### src/rtl/i2c_master_arbiter.sv
// Round-robin arbiter sharing one I2C master command port.
// Sequences a single command from accept to response.
module i2c_master_arbiter #(
  parameter int NUM_REQ        = 4,
  parameter int DATA_WIDTH     = 8,
  parameter int REGISTER_WIDTH = 8,
  parameter int ADDRESS_WIDTH  = 7,
  parameter int START_TIMEOUT  = 1024
) (
  input  logic                              clock,
  input  logic                              reset_n,
  input  logic [NUM_REQ-1:0]                req_valid,
  output logic [NUM_REQ-1:0]                req_ready,
  input  logic [NUM_REQ-1:0]                req_read_write,
  input  logic [NUM_REQ*ADDRESS_WIDTH-1:0]  req_device_address,
  input  logic [NUM_REQ*REGISTER_WIDTH-1:0] req_register_address,
  input  logic [NUM_REQ*DATA_WIDTH-1:0]     req_mosi_data,
  input  logic [15:0]                       divider_cfg,
  output logic [NUM_REQ-1:0]                rsp_valid,
  output logic                              rsp_error,
  output logic [DATA_WIDTH-1:0]             rsp_miso_data,
  output logic [$clog2(NUM_REQ)-1:0]        grant_id,
  output logic                              enable,
  output logic                              read_write,
  output logic [DATA_WIDTH-1:0]             mosi_data,
  output logic [REGISTER_WIDTH-1:0]         register_address,
  output logic [ADDRESS_WIDTH-1:0]          device_address,
  output logic [15:0]                       divider,
  input  logic [DATA_WIDTH-1:0]             miso_data,
  input  logic                              busy
);

  localparam int IW = $clog2(NUM_REQ);
  localparam int CW = $clog2(START_TIMEOUT + 1);
  localparam logic [CW-1:0] TO_LAST = CW'(START_TIMEOUT - 1);

  typedef enum logic [2:0] {
    IDLE,
    ISSUE,
    WAIT_BUSY,
    WAIT_DONE,
    RESPOND
  } state_t;

  state_t state;
  state_t state_next;

  logic [IW-1:0] last_grant;
  logic [IW-1:0] winner;
  logic [IW-1:0] cand;
  logic          any_valid;
  logic          accept;
  logic [CW-1:0] count;
  logic          timed_out;

  logic [ADDRESS_WIDTH-1:0]  dev_arr [NUM_REQ];
  logic [REGISTER_WIDTH-1:0] reg_arr [NUM_REQ];
  logic [DATA_WIDTH-1:0]     dat_arr [NUM_REQ];

  for (genvar g = 0; g < NUM_REQ; g++) begin : g_unpack
    assign dev_arr[g] =
      req_device_address[g*ADDRESS_WIDTH +: ADDRESS_WIDTH];
    assign reg_arr[g] =
      req_register_address[g*REGISTER_WIDTH +: REGISTER_WIDTH];
    assign dat_arr[g] =
      req_mosi_data[g*DATA_WIDTH +: DATA_WIDTH];
  end

  // Search upward from the last owner so it ends up lowest priority.
  always_comb begin
    winner    = '0;
    cand      = '0;
    any_valid = 1'b0;
    for (int k = 1; k <= NUM_REQ; k++) begin
      cand = IW'((int'(last_grant) + k) % NUM_REQ);
      if (!any_valid && req_valid[cand]) begin
        any_valid = 1'b1;
        winner    = cand;
      end
    end
  end

  assign accept    = (state == IDLE) && !busy && any_valid;
  assign timed_out = !busy && (count == TO_LAST);

  always_ff @(posedge clock or negedge reset_n) begin
    if (!reset_n) begin
      state <= IDLE;
    end else begin
      state <= state_next;
    end
  end

  always_comb begin
    state_next = state;
    unique case (state)
      IDLE:      if (accept) state_next = ISSUE;
      ISSUE:     state_next = WAIT_BUSY;
      WAIT_BUSY: begin
        if (busy)           state_next = WAIT_DONE;
        else if (timed_out) state_next = RESPOND;
      end
      WAIT_DONE: if (!busy) state_next = RESPOND;
      RESPOND:   state_next = IDLE;
      default:   state_next = IDLE;
    endcase
  end

  // Ready is gated by reset so nothing is offered while held in reset.
  always_comb begin
    req_ready = '0;
    rsp_valid = '0;
    enable    = 1'b0;
    unique case (1'b1)
      (state == IDLE):    req_ready[winner] = accept && reset_n;
      (state == ISSUE):   enable = 1'b1;
      (state == RESPOND): rsp_valid[grant_id] = 1'b1;
      default: ;
    endcase
  end

  always_ff @(posedge clock or negedge reset_n) begin
    if (!reset_n) begin
      last_grant       <= IW'(NUM_REQ - 1);
      grant_id         <= '0;
      read_write       <= 1'b0;
      mosi_data        <= '0;
      register_address <= '0;
      device_address   <= '0;
      divider          <= '0;
      count            <= '0;
      rsp_error        <= 1'b0;
      rsp_miso_data    <= '0;
    end else begin
      if (accept) begin
        grant_id         <= winner;
        read_write       <= req_read_write[winner];
        device_address   <= dev_arr[winner];
        register_address <= reg_arr[winner];
        mosi_data        <= dat_arr[winner];
        divider          <= divider_cfg;
      end
      if (state == ISSUE) begin
        count <= '0;
      end
      if (state == WAIT_BUSY && !busy) begin
        if (timed_out) begin
          rsp_error     <= 1'b1;
          rsp_miso_data <= '0;
        end else begin
          count <= count + 1'b1;
        end
      end
      if (state == WAIT_DONE && !busy) begin
        rsp_error     <= 1'b0;
        rsp_miso_data <= read_write ? miso_data : '0;
      end
      if (state == RESPOND) begin
        last_grant <= grant_id;
      end
    end
  end

endmodule

### config.mk
export PLATFORM = sky130hd
export DESIGN_NAME = i2c_master_arbiter
export DESIGN_NICKNAME = d
export VERILOG_FILES = /design/src/rtl/i2c_master_arbiter.sv
export SDC_FILE = /design/constraint.sdc
export NUM_CORES = 1
export LEC_CHECK = 0
export BUFFER_PORTS_ARGS = -buffer_cell sky130_fd_sc_hd__buf_2
export CAP_MARGIN = 15
export CORE_UTILIZATION = 35
export CTS_CLUSTER_SIZE = 40
export DETAILED_ROUTE_END_ITERATION = 10
export GPL_TIMING_DRIVEN = 1
export PLACE_DENSITY = 0.65
export SKIP_LAST_GASP = 1
export SLEW_MARGIN = 20
export SYNTH_ARGS = -nofsm -noshare
export SYNTH_HDL_FRONTEND = slang
export SYNTH_SLANG_ARGS = --single-unit
### constraint.sdc
create_clock -name clock -period 3.08 [get_ports clock]
set_input_delay 0.154 -clock clock [delete_from_list [all_inputs] [get_ports clock]]
set_output_delay 0.154 -clock clock [all_outputs]
set_load 0.02 [all_outputs]
-- Word-level counts from Yosys, hierarchy flattened
Cells that the tools add are included.
W data, S select, Z words.
- register bits after elaboration: 67
- input port bits: 127
- output and inout port bits: 60
- logic and storage cells: 104
- $add $sub $neg: 5
- $lt $le $gt $ge: 9
- equal/unequal tests: 8
- mux-type cells: 49
- bitwise operators: 2
- reduce and logical (&&, ||, !) cells: 20
- operator list (cell ; count):
    $mux W8 ; 8
    $mux W11 ; 3
    $bmux W8 S2 ; 2
    $lt A2 B3 Y1 const B ; 6
    $mux W1 ; 15
    $bmux W7 S2 ; 1
    $mux W7 ; 2
    $mux W3 ; 4
    $pmux W3 S4 ; 1
    $add A11 B1 Y11 const B ; 1
    $eq A11 B10 Y1 const B ; 1
    $logic_and A1 B1 Y1 ; 11
    $bmux W1 S2 ; 5
    $mux W2 ; 4
    $mux W4 ; 2
    $eq A3 B2 Y1 const B ; 2
    $add A2 B1 Y2 const B ; 2
    $add A2 B2 Y2 const B ; 2
    $and A4 B4 Y4 ; 1
    $demux W1 S2 ; 2
    $ge A2 B1 Y1 const B ; 2
    $logic_not A1 Y1 ; 4
    $ne A2 B2 Y1 const B ; 2
    $reduce_bool A2 Y1 ; 2
    other kinds (8) ; 8

-- Depth between registers and ports, before layout
- depth after elaboration: 19
- depth in mapped cells: 8
- gate-level depth less buffers: 6

-- Worst setup path after synthesis
No wires, ideal clock.
- kind: flip-flop to output port
- start point: register state[0]
- end point: output req_ready[3]
- arrival: 1993 ps
- required time: 2926 ps
- setup slack: 933 ps
- stages on the path, launching flop included: 7
- path buffers: 1
- path through: dfrtp_1 > nor2_1 > o21ai_0 > nor3_1 > buf_2 > nand2_1 > nor3b_1
- longest elaborated chain between the ends: 6
- RTL lines (item ; line ; source):
    from (decl) ; 45 ; state_t state;
    from (signal assigned) ; 90 ; state <= state_next;
    $logic_not A3 Y1 * ; 83, 115 ;
    $logic_and A1 B1 Y1 (2 in series) ; 83 ; assign accept = (state == IDLE) && !busy && any_valid;
    $logic_and A1 B1 Y1 ; 115 ; (state == IDLE): req_ready[winner] = accept && reset_n;
    $and A4 B4 Y4 (no source line) ; - ;
    $mux W4 * ; 114 ; unique case (1'b1)
    to (decl) ; 13 ; output logic [NUM_REQ-1:0] req_ready,
Mark *: on every way between the ends. The rest lies on a longest branch, timed or not.

-- Final worst setup path
- start point: register state[0]
- end point: output req_ready[1]
Same word-level chain as after synthesis.

==> results.md <==
- DP Area: 4520 um^2
- Clk root buf: clkbuf_8
- Critical Path RT: 2.93 ns
- Type of origin of the critical path: flip-flop
- Top cells by count, synth: dfrtp_1, nor2_1, nand3_1, a22oi_1
- Register area share after synthesis: 0.488
- Number of library cell types mapped by synthesis: 39
- Crit-path leading delay family: simple AND/OR/NAND/NOR gates
- Via count: 3450
- Post-Syn Nets: 477
- 1st-pass router iterations: 4
- First-pass GRT wire length: 16300 um
- Slew Limit Headroom: 0.548
- Mapped Cells: 349
- Final GP Congestion: 0.793
- CP Class: reg -> out
- Max Fclk: 382 MHz
- CTS buffer count: 9
- Total congestion overflow: 0
- Avg WL per Cell: 15.5 um
- Die Y: 101 um
- Num rows: 35
- CTS sink count: 67
- DR iter-0 viols: 128
- Final setup viols: 0
- Clk_skew: 0.00848 ns
- CP Capture Type: output port
- Ranking of synthesized cells by area: dfrtp_1, a41oi_1, mux2_2
- WP data arrival: 2.46 ns
- Status: complete, no violations
- Port bufs: 186
- Overall Global Routing Usage: 0.206
- RSZ-0062 raised after global routing: no
- Max incr delay on CP: 0.45 ns
- Critical path, cell by cell: nor2_1, o21ai_0, nor3_2, buf_12, nand2_1, nor3_1, buf_2
- # Max-Cap Violations: 0
- Fin crit period: 2.62 ns
- Die width: 101 um
- Io pins: 187
- Slew Viols, Final: 0
- Final period util: 0.850
- H-tree depth: 3
- Most common cell in the netlist: dfrtp_1
- Area Overhead vs Synth: 39.8%
- Net count, final: 656
- Number of global-route vias before repair: 3396
- Synth Cell Area: 3440 um^2
- Clock Path Buffers: 2
- Crit path max fanout: 69
- Synth Register Bits: 67
- DR DRC count: 0
- Antenna Nets Post-Route: 0
- Clock latency on the worst-skew pair: 0.33 ns
- Clk slew on worst S/H paths: 0.08 ns
- Worst vdd ir: 0.380 mV
- Synth Area per Inst: 9.85 um^2
- Proportion of layout cells with a drive suffix above 1: 0.441
- Pwr/cell area: 941 nW/um^2
- Post-synth top area cell: dfrtp_1
- Post-cts sizing count: 0
- CTS tree: built
- Slew @ Worst Pin: 0.673 ns
- Post-synth EDFFs: 0
- Ys async rst share: 1.00
- Routed Wire Length: 10200 um
- Antenna diodes: 0
- Slowest cell on crit path: dfrtp_1
- Top cell type's share of synthesized area: 0.473
- Final instance area: 4810 um^2
- P_leak: 2.23 nW
- Pin count of the biggest net entering global routing: 70
- Setup tns final: 0 ns
- Bufs and invs on worst path: 2
- Starting Density: 0.367
- Yosys warns: 0
- Initial antenna violation count: 0
- Core area: 9370 um^2
- Via/cell ratio: 5.21
- Min-Delay Path Class: in -> reg
- Die area: 10200 um^2
- Pwr Total: 0.00452 W
- Fin. Hold Viols: 0
- Ys flop type: dfrtp_1
- Final HPWL DP: 7350 um
-- kinds of logic after synthesis --
family                     after synthesis  share of synthesized area
muxes                                   21                     0.0673
and+or+nand+nor                        142                      0.213
AOI/OAI and AO/OA                       83                      0.180
adders and majority gates                1                    0.00364
DFF                                     67                      0.488
buffers and inverters                   32                     0.0393
xor gates and xnor gates                 3                    0.00764
-- cells in the final DEF, fill, tap and decap left out, drive strengths merged, types with 2 or more instances in the layout --
cell type | netlist | final
inv | 7 | 7
nand3 | 29 | 29
a22oi | 25 | 25
o21ai | 9 | 9
mux2i | 4 | 4
a41oi | 24 | 24
xnor2 | 2 | 2
nor2b | 3 | 3
mux2 | 17 | 17
dfrtp | 65 | 65
nand2b | 3 | 3
nor3b | 3 | 3
nor2 | 44 | 44
dfstp | 2 | 2
buf | 7 | 192
bufinv | 0 | 4
nand2 | 21 | 21
nand3b | 24 | 24
or3 | 3 | 3
a21oi | 10 | 10
a22o | 8 | 8
clkbuf | 18 | 10
nor3 | 6 | 6
and3 | 2 | 2
-- state kept, by name, indices dropped and copies added (netlist names) --
| name | count |
|---|---|
| last_grant | 2 |
| divider | 16 |
| count | 11 |
| rsp_error | 1 |
| rsp_miso_data | 8 |
| grant_id | 2 |
| device_address | 7 |
| read_write | 1 |
| register_address | 8 |
| state | 3 |
| mosi_data | 8 |
-- worst register-to-register path, delay by kind of cell (launching register included) --
kind / cells / cell delay [ns]
AO/OA/AOI/OAI: 1 / 0.07
AND/OR/NAND/NOR: 3 / 1.50
flip-flops: 1 / 0.48
-- power breakdown --
part | internal [W] | switching (W) | leakage [nW] | total (W)
Clock | 0.000644 | 0.000353 | 0.133 | 0.000996
Combinational | 0.000798 | 0.00121 | 1.29 | 0.00200
Sequential | 0.00126 | 0.000257 | 0.807 | 0.00152
-- path summary, 6_finish.rpt --
check | depth (start not counted) | slack, ns | from | to
setup / recovery | 7 | 0.46 | state[0] | req_ready[1]
hold / removal | 2 | 0.04 | miso_data[0] | rsp_miso_data[0]
setup reg to reg | 4 | 0.95 | state[2] | count[9]
hold reg to reg | 1 | 0.50 | rsp_miso_data[3] | rsp_miso_data[3]
max in group asynchronous | 3 | 1.96 | reset_n | register_address[2]
min in group asynchronous | 2 | 0.37 | reset_n | count[8]
-- layout make-up --
type / instances / area (um^2)
Clock inverter: 6 / 136
Multi-Input combinational cell: 250 / 1670
Tap cell: 129 / 161
Inverter: 7 / 26.3
Timing Repair Buffer: 193 / 1000
Sequential cell: 67 / 1680
Fill cell: 909 / 4560
Clock buffer: 10 / 138
-- through the flow --
stage	utilization	hold slack (ns)	setup WS, ns	cells
5_1_grt	0.513	0.0197	0.247	662
6_report	0.513	0.0357	0.463	662
3_3_place_gp	0.482	0.211	0.762	645
3_5_place_dp	0.482	0.219	0.684	645
2_1_floorplan	-	-0.142	0.933	349
4_1_cts	0.512	0.0181	0.423	662
-- routing by layer --
metal	GRT usage	vias to the layer above	routed length, um
met5	0	-	0
met4	0.0658	0	118
met3	0.0555	11	694
met2	0.346	121	5050
met1	0.258	1653	4390
li1	-	1665	-
-- repair_timing --
action                                 4_1_cts  5_1_grt
endpoints found under the hold margin       44        0
hold buffers                                 1        0
buffers inserted                             0        0
(Power assumes the default switching activity.)
